===== config.mk =====
export PLATFORM = sky130hd
export DESIGN_NAME = sumador_sat_acum
export DESIGN_NICKNAME = d
export VERILOG_FILES = /design/src/rtl/sumador_sat_acum_pkg.sv /design/src/rtl/sumador_sat.sv /design/src/rtl/sumador_sat_acum.sv
export SDC_FILE = /design/constraint.sdc
export NUM_CORES = 1
export LEC_CHECK = 0
export CORE_ASPECT_RATIO = 1.1
export CORE_MARGIN = 1
export CORE_UTILIZATION = 59
export CTS_BUF_LIST = sky130_fd_sc_hd__clkbuf_4
export CTS_CLUSTER_SIZE = 12
export DETAILED_ROUTE_END_ITERATION = 12
export HOLD_SLACK_MARGIN = 0.12
export PLACE_DENSITY_LB_ADDON = 0.12
export SLEW_MARGIN = 20
export SYNTH_ARGS = -nofsm -noshare
export SYNTH_HDL_FRONTEND = slang
export SYNTH_HIERARCHICAL = 1
export SYNTH_SLANG_ARGS = --single-unit
export TNS_END_PERCENT = 20

===== constraint.sdc =====
create_clock -name clk -period 4.9 [get_ports clk]
set_clock_uncertainty 0.15 [all_clocks]
set_input_delay 0.49 -clock clk [delete_from_list [all_inputs] [get_ports clk]]
set_output_delay 0.49 -clock clk [all_outputs]
set_load 0.005 [all_outputs]

===== src/rtl/sumador_sat_acum_pkg.sv =====
// rtl/sumador_sat_acum_pkg.sv - shared constants: default width, op encodings, channel index width
package sumador_sat_acum_pkg;

  // Base width unit; the default operand width is twice this.
  localparam int N     = 8;
  localparam int W_DEF = 2 * N;

  typedef enum logic [1:0] {
    OP_ADD  = 2'b00,
    OP_SUB  = 2'b01,
    OP_ACC  = 2'b10,
    OP_LOAD = 2'b11
  } op_e;

  // Channel index width, never narrower than one bit.
  function automatic int ch_width(input int ch);
    return (ch > 1) ? $clog2(ch) : 1;
  endfunction

endpackage


===== src/rtl/sumador_sat.sv =====
// rtl/sumador_sat.sv - combinational W+1-bit add/subtract with signed saturation
module sumador_sat #(
  parameter int W = 16
) (
  input  logic [W-1:0] a,
  input  logic [W-1:0] b,
  input  logic         sub,
  output logic [W-1:0] y,
  output logic         sat
);

  logic [W:0] w_ext_a;
  logic [W:0] w_ext_b;
  logic [W:0] w_sum;

  assign w_ext_a = {a[W-1], a};
  assign w_ext_b = {b[W-1], b};
  assign w_sum   = sub ? (w_ext_a - w_ext_b) : (w_ext_a + w_ext_b);

  // Clamp when the guard bit disagrees with the result sign bit.
  always_comb begin
    sat = w_sum[W] ^ w_sum[W-1];
    y   = w_sum[W-1:0];
    if (sat) begin
      y = w_sum[W] ? {1'b1, {(W-1){1'b0}}} : {1'b0, {(W-1){1'b1}}};
    end
  end

endmodule


===== src/rtl/sumador_sat_acum.sv =====
// rtl/sumador_sat_acum.sv - two-stage saturating adder with per-channel accumulators
module sumador_sat_acum
  import sumador_sat_acum_pkg::*;
#(
  parameter int  W   = W_DEF,
  parameter int  CH  = 4,
  localparam int CHW = ch_width(CH)
) (
  input  logic           clk,
  input  logic           rst_n,
  input  logic           in_valid,
  output logic           in_ready,
  input  logic [1:0]     in_op,
  input  logic [CHW-1:0] in_ch,
  input  logic [W-1:0]   in_a,
  input  logic [W-1:0]   in_b,
  output logic           out_valid,
  input  logic           out_ready,
  output logic [W-1:0]   out_data,
  output logic [CHW-1:0] out_ch,
  output logic           out_sat,
  output logic [CH-1:0]  sat_flags,
  input  logic [CH-1:0]  flag_clr
);

  logic           r_init;
  logic [W-1:0]   r_acc [CH];
  logic           r_s1_valid;
  logic [W-1:0]   r_s1_data;
  logic [CHW-1:0] r_s1_ch;
  logic           r_s1_sat;
  logic           r_s1_flag;

  op_e            w_op;
  logic           w_en;
  logic           w_accept;
  logic           w_ch_ok;
  logic [W-1:0]   w_acc_sel;
  logic [W-1:0]   w_add_a;
  logic [W-1:0]   w_add_b;
  logic           w_sub;
  logic [W-1:0]   w_sum;
  logic           w_sum_sat;
  logic [W-1:0]   w_res;
  logic           w_res_sat;
  logic           w_res_flag;
  logic           w_acc_we;
  logic [CH-1:0]  w_set_mask;

  assign w_op     = op_e'(in_op);
  assign w_en     = !out_valid || out_ready;
  assign in_ready = r_init && w_en;
  assign w_accept = in_valid && in_ready;
  assign w_ch_ok  = int'(in_ch) < CH;

  // Read the addressed accumulator; out-of-range channels read as zero.
  always_comb begin
    w_acc_sel = '0;
    for (int i = 0; i < CH; i++) begin
      if (int'(in_ch) == i) w_acc_sel = r_acc[i];
    end
  end

  // Steer operands into the single shared adder.
  always_comb begin
    w_add_a = in_a;
    w_add_b = in_b;
    w_sub   = 1'b0;
    case (w_op)
      OP_SUB:  w_sub = 1'b1;
      OP_ACC: begin
        w_add_a = w_acc_sel;
        w_add_b = in_a;
      end
      default: ;
    endcase
  end

  sumador_sat #(.W(W)) u_sumador_sat (
    .a   (w_add_a),
    .b   (w_add_b),
    .sub (w_sub),
    .y   (w_sum),
    .sat (w_sum_sat)
  );

  // Pick the stage-1 result; LOAD bypasses the adder and bad channels give zero.
  always_comb begin
    w_res      = w_sum;
    w_res_sat  = w_sum_sat;
    w_res_flag = w_sum_sat && w_ch_ok;
    w_acc_we   = 1'b0;
    case (w_op)
      OP_ACC: begin
        if (w_ch_ok) begin
          w_acc_we = 1'b1;
        end else begin
          w_res      = '0;
          w_res_sat  = 1'b0;
          w_res_flag = 1'b0;
        end
      end
      OP_LOAD: begin
        w_res_sat  = 1'b0;
        w_res_flag = 1'b0;
        if (w_ch_ok) begin
          w_res    = in_a;
          w_acc_we = 1'b1;
        end else begin
          w_res = '0;
        end
      end
      default: ;
    endcase
  end

  // Flag bit to set as the stage-1 result moves into the output register.
  always_comb begin
    w_set_mask = '0;
    for (int i = 0; i < CH; i++) begin
      if (w_en && r_s1_valid && r_s1_flag && (int'(r_s1_ch) == i)) w_set_mask[i] = 1'b1;
    end
  end

  // Hold off acceptance until the first edge after reset release.
  always_ff @(posedge clk or negedge rst_n) begin
    if (!rst_n) r_init <= 1'b0;
    else        r_init <= 1'b1;
  end

  // Stage 1: capture the saturated result and write the accumulator at acceptance.
  always_ff @(posedge clk or negedge rst_n) begin
    if (!rst_n) begin
      r_s1_valid <= 1'b0;
      r_s1_data  <= '0;
      r_s1_ch    <= '0;
      r_s1_sat   <= 1'b0;
      r_s1_flag  <= 1'b0;
      for (int i = 0; i < CH; i++) r_acc[i] <= '0;
    end else if (w_en) begin
      r_s1_valid <= w_accept;
      if (w_accept) begin
        r_s1_data <= w_res;
        r_s1_ch   <= in_ch;
        r_s1_sat  <= w_res_sat;
        r_s1_flag <= w_res_flag;
        for (int i = 0; i < CH; i++) begin
          if (w_acc_we && (int'(in_ch) == i)) r_acc[i] <= w_res;
        end
      end
    end
  end

  // Stage 2: output register, frozen while the consumer stalls.
  always_ff @(posedge clk or negedge rst_n) begin
    if (!rst_n) begin
      out_valid <= 1'b0;
      out_data  <= '0;
      out_ch    <= '0;
      out_sat   <= 1'b0;
    end else if (w_en) begin
      out_valid <= r_s1_valid;
      if (r_s1_valid) begin
        out_data <= r_s1_data;
        out_ch   <= r_s1_ch;
        out_sat  <= r_s1_sat;
      end
    end
  end

  // Sticky saturation flags; a same-cycle set overrides the clear.
  always_ff @(posedge clk or negedge rst_n) begin
    if (!rst_n) sat_flags <= '0;
    else        sat_flags <= (sat_flags & ~flag_clr) | w_set_mask;
  end

endmodule


==> metrics.md <==
| Metric | Value |
|---|---|
| Max_cap viols | `0` |
| DIE HEIGHT | `between 100 and 150 um` |
| Post-synth top area cell | `dfrtp_1` |
| Latest clock arrival within the worst-skew pair | `between 0.4 and 0.5 ns` |
| Via count of the first global-routing pass | `slightly above 5,000` |
| # rows | `39` |
| Max IR drop VDD | `around 440 uV` |
| IO Pins | `69` |
| Total CTS buffers | `9` |
| Critical Path RT | `5.10 ns` |
| DR pass1 iterations | `5` |
| CP max FO | `6` |
| Finished Cell Area | `between 7000 and 8000 um^2` |
| All-Layer GR Usage | `0.301` |
| Number of flops mapped to enable cells by yosys | `0` |
| Yosys top cell area share | `0.425` |
| Synth Area per Inst | `11.7 um^2` |
| Worst Setup EP | `r_s1_data[11]` |
| Die W | `around 100 um` |
| Synth top area cells | `dfrtp_1, mux2_2, mux2i_1` |
| R2R setup slack | `1.16 ns` |
| Worst-Margin Slew | `1.05 ns` |
| Status | `finished clean` |
| 1st-iter DRT viols | `around 220` |
| Global route overflow | `0` |
| Setup Fix Bufs, Post-CTS | `0` |
| Slowest CP cell | `clkdlybuf4s50_1` |
| Util after Layout | `0.756` |
| F_max | `~0.21 GHz` |
| Wire per inst | `19.1 um` |
| Setup TNS | `0 ns` |
| Root buf cell | `clkbuf_4` |
| Post-Syn Instances | `between 500 and 600` |
| Inst Count DP | `808` |
| Leakage power | `between 3 and 4 nW` |
| Unique masters post-synth | `between 50 and 60` |
| Hold Violations, Final | `0` |
| Crit path from | `in_op[0]` |
| Reg2reg end | `r_s1_data[11]` |
| Synth Register Bits | `109` |
| Maximum clock path buffer count | `2` |
| Placed Area | `7720 um^2` |
| Nature of the critical path endpoint | `flip-flop` |
| GPL Wtd Cong | `about 0.88` |
| Diode count | `0` |
| Count of pins over their slew limit | `0` |
| Vias post-DR | `~4,800` |
| Largest net degree at the start of global routing | `56` |
| TritonCTS clock tree | `done` |
| Power Density | `approximately 460 nW/um^2` |
| Commonest non-fill, non-tap cell in the layout | `mux2_2` |
| Startpoint type of the worst setup path | `primary input` |
| Min Clock Period, post-route | `between 4 and 5 ns` |
| Syn Std Cell Area | `about 6400 um^2` |
| Sequential-to-total area share from yosys stat | `0.425` |
| Core area | `roughly 10,000 um^2` |
| Post-Syn Nets | `610` |
| H-tree levels | `3` |
| DR vias/cell | `5.81` |
| Main flop type after synthesis | `dfrtp_1` |
| Final worst-path cycle share | `0.973` |
| Area of the die | `between 10,000 and 15,000 um^2` |
| Ys async rst share | `1.00` |
| Critical R2R Launch | `r_acc[16]` |
| Drt total wl | `~16,000 um` |
| Slowest cell delay on critical path | `around 0.50 ns` |
| Endpoints failing setup | `0` |
| WP data arrival | `between 4 and 5 ns` |
| Final ANT Viol Nets | `0` |
| Worst r2r path cells | `14` |
| Leading cell types in the layout, fill and taps excluded | `mux2_2, dfrtp_1, buf_4` |
| Crit Path Category | `primary input to flip-flop` |
| Post-Layout Cell Count | `825` |
| Cells along the critical path | `clkdlybuf4s50_1, nand2b_4, mux2_2, inv_1, ha_1, nor4b_2, buf_4, and3_1, a21oi_1, xnor2_1, ha_1, a21oi_1, o21ai_0, a31o_2, or3_1, and2_1, maj3_2, mux2_2, mux2_2` |
| Hold Startpoint | `out_ch[0]` |
| # clock sinks | `109` |
| Initial Utilization | `0.612` |
| Post-DP HPWL | `about 12,000 um` |
| DR DRC count | `0` |
| Ys Warns | `6` |
| Layout area overhead | `23.4%` |
| Worst hold path type | `flip-flop to flip-flop` |
| CP dominant cell by count | `mux2_2` |
| Initial antenna violation count | `0` |
| Reg clk slew, reported paths | `around 0.14 ns` |
| Layout cell share with drive strength beyond 1 | `0.364` |
| Slew headroom | `0.299` |
| Nets | `739` |
| Number of I/O port buffers | `68` |
| First-pass GRT wire length | `approximately 26,000 um` |
==> sequential cells by signal, indices dropped and copies added (netlist names) <==
signal      count
out_ch          2
r_init          1
r_s1_ch         2
out_data       16
out_valid       1
sat_flags       4
out_sat         1
r_acc          64
r_s1_data      16
r_s1_valid      1
r_s1_flag       1
==> cell usage after synthesis, types with 2 or more instances <==
cell      number
mux2_2       132
dfrtp_1      109
mux2i_1       33
a21oi_1       31
nand2_1       27
xnor2_1       22
inv_1         18
ha_1          17
o221ai_1      16
nor2_1        14
o21ai_0       12
clkbuf_1      10
buf_2          7
a31oi_1        6
buf_6          6
nand2b_1       6
nand3_1        6
nor3_1         6
xor2_1         5
a21o_1         4
o211ai_1       4
maj3_2         3
nand4_1        3
nor2b_1        3
a21boi_0       2
a31o_2         2
and2_1         2
and3_1         2
buf_4          2
nand2_2        2
nor4_1         2
nor4_4         2
nor4b_4        2
o21bai_1       2
o22ai_1        2
o31ai_1        2
o32ai_1        2
or2_2          2
==> layer usage <==
metal | track usage | vias to the layer above | routed length [um]
met2 | 0.508 | 118 | 7840
met3 | 0.0439 | 15 | 691
met4 | 0.0792 | 0 | 201
met1 | 0.407 | 2382 | 7030
li1 | - | 2275 | -
met5 | 0 | - | 0
==> cell families after synthesis <==
family / share of synthesized area
AND/OR/NAND/NOR: 0.0802
flip-flops: 0.425
multiplexers: 0.283
adder cells (fa/ha/maj): 0.0415
XOR/XNOR: 0.0368
AO/OA/AOI/OAI: 0.0989
other: 0.000584
buffers and inverters: 0.0347
==> metrics by stage <==
stage | worst slack (ns) | total power [W] | hold WS [ns]
final | 0.131 | 0.00365 | 0.372
after global routing | -0.00655 | 0.00388 | 0.384
after CTS | 0.0194 | 0.00365 | 0.375
after detailed placement | -0.455 | 0.00315 | 0.344
after global placement | -0.393 | 0.00307 | 0.327
after floorplan | 0.0777 | 0.00249 | 0.0444
==> report_power, final <==
| part | internal [W] | switching [W] |
|---|---|---|
| sequential | 0.00131 | 0.000230 |
| combinational | 0.000908 | 0.000716 |
| clock | 0.000216 | 0.000269 |
==> critical path, delay by kind of cell <==
kind / cells / cell delay [ns]
AND/OR/NAND/NOR: 5 / 1.18
multiplexers: 3 / 0.97
adder cells (fa/ha/maj): 3 / 0.80
buffers and inverters: 3 / 0.75
AO/OA/AOI/OAI: 4 / 0.66
XOR/XNOR: 1 / 0.14
==> what timing repair did <==
| item | in CTS | in global routing |
|---|---|---|
| hold endpoints to repair | 54 | 0 |
| hold buffers | 1 | 0 |
| resized for setup | 0 | 8 |
| setup endpoints to repair | 0 | 81 |
==> final cells by class <==
cell class              count  area [um^2]
clock buffers              11         82.6
clock inverters             5         75.1
fillers                   716         2560
inverters                  18         67.6
multi-input cells         396         3510
flip-flops and latches    109         2730
well taps                 143          179
repair buffers            143         1280
==> how the worst min path moves through the flow <==
stage	depth (start not counted)	slack, ns	end
2_1_floorplan	0	0.04	out_ch[0]
3_5_place_dp	1	0.34	out_data[12]
3_3_place_gp	1	0.33	out_sat
4_1_cts	1	0.37	out_ch[0]
5_1_grt	1	0.38	r_acc[45]
6_report	1	0.37	out_ch[0]
Note: power is estimated with default switching activity, not from simulation.
==> RTL edit 1: new RTL, same flow settings <==
Make the reset (`rst_n`) synchronous in 4 clocked blocks.
--- a/src/rtl/sumador_sat_acum.sv
+++ b/src/rtl/sumador_sat_acum.sv
@@ -124,5 +124,5 @@
 
   // Hold off acceptance until the first edge after reset release.
-  always_ff @(posedge clk or negedge rst_n) begin
+  always_ff @(posedge clk) begin
     if (!rst_n) r_init <= 1'b0;
     else        r_init <= 1'b1;
@@ -130,5 +130,5 @@
 
   // Stage 1: capture the saturated result and write the accumulator at acceptance.
-  always_ff @(posedge clk or negedge rst_n) begin
+  always_ff @(posedge clk) begin
     if (!rst_n) begin
       r_s1_valid <= 1'b0;
@@ -153,5 +153,5 @@
 
   // Stage 2: output register, frozen while the consumer stalls.
-  always_ff @(posedge clk or negedge rst_n) begin
+  always_ff @(posedge clk) begin
     if (!rst_n) begin
       out_valid <= 1'b0;
@@ -170,5 +170,5 @@
 
   // Sticky saturation flags; a same-cycle set overrides the clear.
-  always_ff @(posedge clk or negedge rst_n) begin
+  always_ff @(posedge clk) begin
     if (!rst_n) sat_flags <= '0;
     else        sat_flags <= (sat_flags & ~flag_clr) | w_set_mask;
Behaviour: differs if rst_n is asserted again (counterexample within 4 cycles, from zero or initial values and one cycle with rst_n low); with rst_n held inactive, the same outputs for 4 cycles.
==> RTL edit 1 against the unedited design <==
- critical path depth increased by 4
- sequential cell count unchanged
- area after synthesis decreased by 2.8%
- count of clock-buffer cells in the layout decreased by 1
- critical path type unchanged
- final area decreased by 1.2%
- routed wire length increased by 2.5%
- global-route usage increased by 0.53 points
- largest cell class unchanged
- power decreased by 32%
- setup slack improved by 310 ps
==> RTL edit 1: results (changes against the unedited design) <==
hold crit path type=register to register; H-tree depth=3 (unchanged); Synth top area share=30.8% (-12 points); Area contributors post-synth=edfxtp_1, dfxtp_1, mux2i_1, a21oi_1, nor2_1; crit path max fanout=10 (+4); Mapped Nets=701 (+15%); CP peak stage delay=370 ps (-130 ps); Post-synth ARST share=0% (-100 points); # nets final=830 (+12%); largest net degree at the start of global routing=32 (-43%); Hold Path End=out_data[3]; Arrival @ worst endpoint=4520 ps (-450 ps); Pre-Repair DR Iteration Count=6 (+1); LEAKAGE=0.00314 µW (-9.4%); Ant. Diodes=0 (unchanged); clock root cell=clkbuf_4; outcome=finished clean; first-pass GRT wire length=26000 µm (+0.53%); Yosys cell types=59 (+1.7%); Via density=5.91 (+1.8%); slowest stage cell, crit path=or3_4; Pint=1710 µW (-30%); actual slew at the worst max-slew pin=821 ps (-230 ps); total track usage=30.7% (+0.53 points); Max Buffers Root-to-Sink=2 (unchanged); RR Endpoint=r_acc[1][8]; EDFF count, synth=64 (+64); peak supply drop=331 µV (-24%); hold path depth=2 (+1); Ys Warns=6 (unchanged); r2r startpoint=r_acc[1][0]; vias in the first global route=5271 (+4.8%); Reg clk slew, reported paths=150 ps; DP HPWL=12200 µm (+0.76%); Reg2Reg Depth=17 (+3); Port Buf Inserts=68 (unchanged); fillcell total=753 (+5.2%); initial drt markers=335 (+52%); Synth top cells by count=a21oi_1, nor2_1, edfxtp_1, mux2i_1, dfxtp_1; CP delay by family, top=buffers and inverters; Worst-Skew Late Latency=460 ps (about the same); Worst Hold Launch=r_s1_data[3]; r2r setup slk=1020 ps (-140 ps); cts bufs inserted=9 (unchanged); initial antenna violation count=0 (unchanged); Detailed Route WL=16200 µm (+2.5%); part of the Yosys area used for sequential elements=45.2% (+2.7 points); Synth Flop Type=edfxtp_1; Largest regs=r_acc (64), out_data (16), r_s1_data (16); final RePlAce weighted congestion=0.912 (+3.2%); layout cells sized above 1=20.3% (-16 points)
-- RTL edit 1: power groups by stage --
stage / Sequential (µW) / Clock, µW / Combinational, µW
finish: 1030 / 540 / 922
global route: 1030 / 574 / 1010
floorplan: 1040 / 0 / 503
detailed placement: 1050 / 0 / 893
global placement: 1050 / 0 / 881
CTS: 1030 / 543 / 908
-- RTL edit 1: cell type report --
cell class	count	share of cell area, %
Multi-Input combinational cell	467	40.3
Sequential cell	109	36.0
Timing Repair Buffer	164	18.2
Tap cell	143	2.29
Clock inverter	6	1.41
Clock buffer	10	0.959
Inverter	17	0.815
-- RTL edit 1: worst max-delay path by stage --
stage | slack, ps | end | from | cells past startpoint
2_1_floorplan | 20 | r_acc[2][10] | in_op[1] | 20
3_3_place_gp | -430 | r_acc[3][10] | in_op[0] | 20
3_5_place_dp | -530 | r_acc[3][10] | in_op[0] | 20
4_1_cts | 20 | r_acc[1][8] | in_op[0] | 21
5_1_grt | 180 | r_acc[1][11] | in_op[0] | 20
6_report | 440 | r_acc[1][8] | in_op[0] | 23
-- RTL edit 1: kinds of logic after synthesis --
logic type                 share of synthesized area, %
DFF                                                45.2
buffers and inverters                              4.93
and+or+nand+nor                                    14.1
adders and majority gates                          4.27
xor gates and xnor gates                           3.79
AOI/OAI and AO/OA                                  16.9
muxes                                              10.7
-- RTL edit 1: per-stage QoR --
step | worst slack, ps | std cells | hold WS [ps] | setup TNS [ps] | instance area, µm²
floorplan | 17.2 | 639 | 293 | 0 | 6250
global placement | -434 | 900 | 312 | -27080 | 7610
detailed placement | -532 | 900 | 318 | -32130 | 7610
CTS | 19.1 | 916 | 332 | 0 | 7800
global route | 180 | 916 | 353 | 0 | 7830
finish | 442 | 916 | 334 | 0 | 7830
-- RTL edit 1: worst min-delay path: stages (launching register included) --
cell and delay, ps:
dfxtp_1 340, nand3_1 70, a21oi_1 60
-- RTL edit 1: per-layer routing --
layer  routed length (µm)  up-vias  track usage, %
met1                 6990     2570            39.3
met5                    0        -               0
met3                  789       34            3.18
met4                  447        0            12.9
li1                     -     2611               -
met2                 7930      197            53.2
-- RTL edit 1: timing repair --
action / in CTS / in global routing
hold endpoints to repair: 0 / 0
setup buffers: 0 / 0
gates resized for setup: 1 / 9
endpoints found under the setup margin: 4 / 81
pin swaps: 0 / 1
==> RTL edit 2: new RTL, same flow settings <==
Without the edit above. Set the parameter `CH` to 2 (it was 4).
--- a/src/rtl/sumador_sat_acum.sv
+++ b/src/rtl/sumador_sat_acum.sv
@@ -4,5 +4,5 @@
 #(
   parameter int  W   = W_DEF,
-  parameter int  CH  = 4,
+  parameter int  CH  = 2,
   localparam int CHW = ch_width(CH)
 ) (
Interface: changed (resized flag_clr, in_ch, out_ch and sat_flags); port bits go from 69 to 63. The function was not compared with the original's and may differ.
==> RTL edit 2 against the unedited design <==
- the flow now finishes with violations (design-rule violations)
- routed wire length down 31%
- clock power down 17%
- critical path depth unchanged
- setup slack better by 24 ps
- synthesized cell count down 19%
- area after synthesis down 26%
- sequential cell count down 36
- global-route usage down 2.6 points
- utilization up 1.3 points
- power down 23%
- final area down 24%
==> RTL edit 2: results (changes against the unedited design) <==
total track usage=27.5% (-2.6 points); capture point of the critical path=r_acc[11]; DRC=1 (+1); LEAKAGE=0.00262 µW (-24%); Arrival @ worst endpoint=4880 ps (-90 ps); Detailed Route WL=10900 µm (-31%); hold crit path type=input pin to asynchronous set/reset pin; cell area after synthesis=0.00479 mm² (-26%); Port Buf Inserts=62 (-8.8%); failing checks=design-rule violations; fillcell total=551 (-23%); Reg clk slew, reported paths=120 ps (-20 ps); part of the Yosys area used for sequential elements=38.2% (-4.3 points); r2r startpoint=r_acc[0]; Worst-Skew Late Latency=400 ps (-60 ps); Pint=1870 µW (-23%); vias in the first global route=3680 (-27%); max_slew headroom=27.7% (-2.2 points); clock-net power=402 µW (-17%); # nets final=615 (-17%); layout cells sized above 1=34.8% (-1.5 points); outcome=finished, violations left; initial drt markers=120 (-46%); P_seq=1040 µW (-32%); Largest regs=r_acc (32), out_data (16), r_s1_data (16); crit path max fanout=11 (+5)
[RTL edit 2: cell count changes in the layout (fill, tap and decap cells not counted), sizes merged, moves of 2 or more]
cell / delta
dfrtp: -36
mux2: -34
buf: -19
mux2i: -16
o21ai: +16
o221ai: -16
clkdlybuf4s50: -5
clkbuf: -2
inv: -2
nand2b: -2
nor4: -2
o32ai: -2
[RTL edit 2: stage by stage]
stage / utilization [%] / std cells / setup WS [ps] / hold WS (ps) / instance area [µm²]
2_1_floorplan: - / 445 / 153 / 44.4 / 4790
3_3_place_gp: 74.6 / 653 / -211 / 326 / 5870
3_5_place_dp: 74.6 / 653 / -341 / 331 / 5870
4_1_cts: 76.5 / 668 / 102 / 133 / 6020
5_1_grt: 76.9 / 668 / 7.34 / 196 / 6050
6_report: 76.9 / 668 / 156 / 113 / 6050
[RTL edit 2: metal layers]
layer  global-route usage [%]  routed length (µm)
met1                     37.0                5120
met2                     45.6                5280
met3                     3.74                 341
met4                     9.97                 187
met5                        0                   0
[RTL edit 2: logic make-up after synthesis]
logic type / after synthesis / share of synthesized area [%]
mux: 115 / 26.6
compound gates: 93 / 11.7
fa+ha+maj: 21 / 5.57
simple gates: 81 / 9.33
other cells: 1 / 0.0784
buf+inv: 34 / 3.61
xor+xnor: 27 / 4.94
flops: 73 / 38.2
[RTL edit 2: area by class of cell]
| type | count | share of cell area [%] |
|---|---|---|
| Multi-Input combinational cell | 338 | 46.6 |
| Timing Repair Buffer | 118 | 17.5 |
| Clock buffer | 9 | 1.12 |
| Sequential cell | 73 | 30.2 |
| Inverter | 16 | 0.992 |
| Clock inverter | 6 | 1.39 |
| Tap cell | 108 | 2.23 |
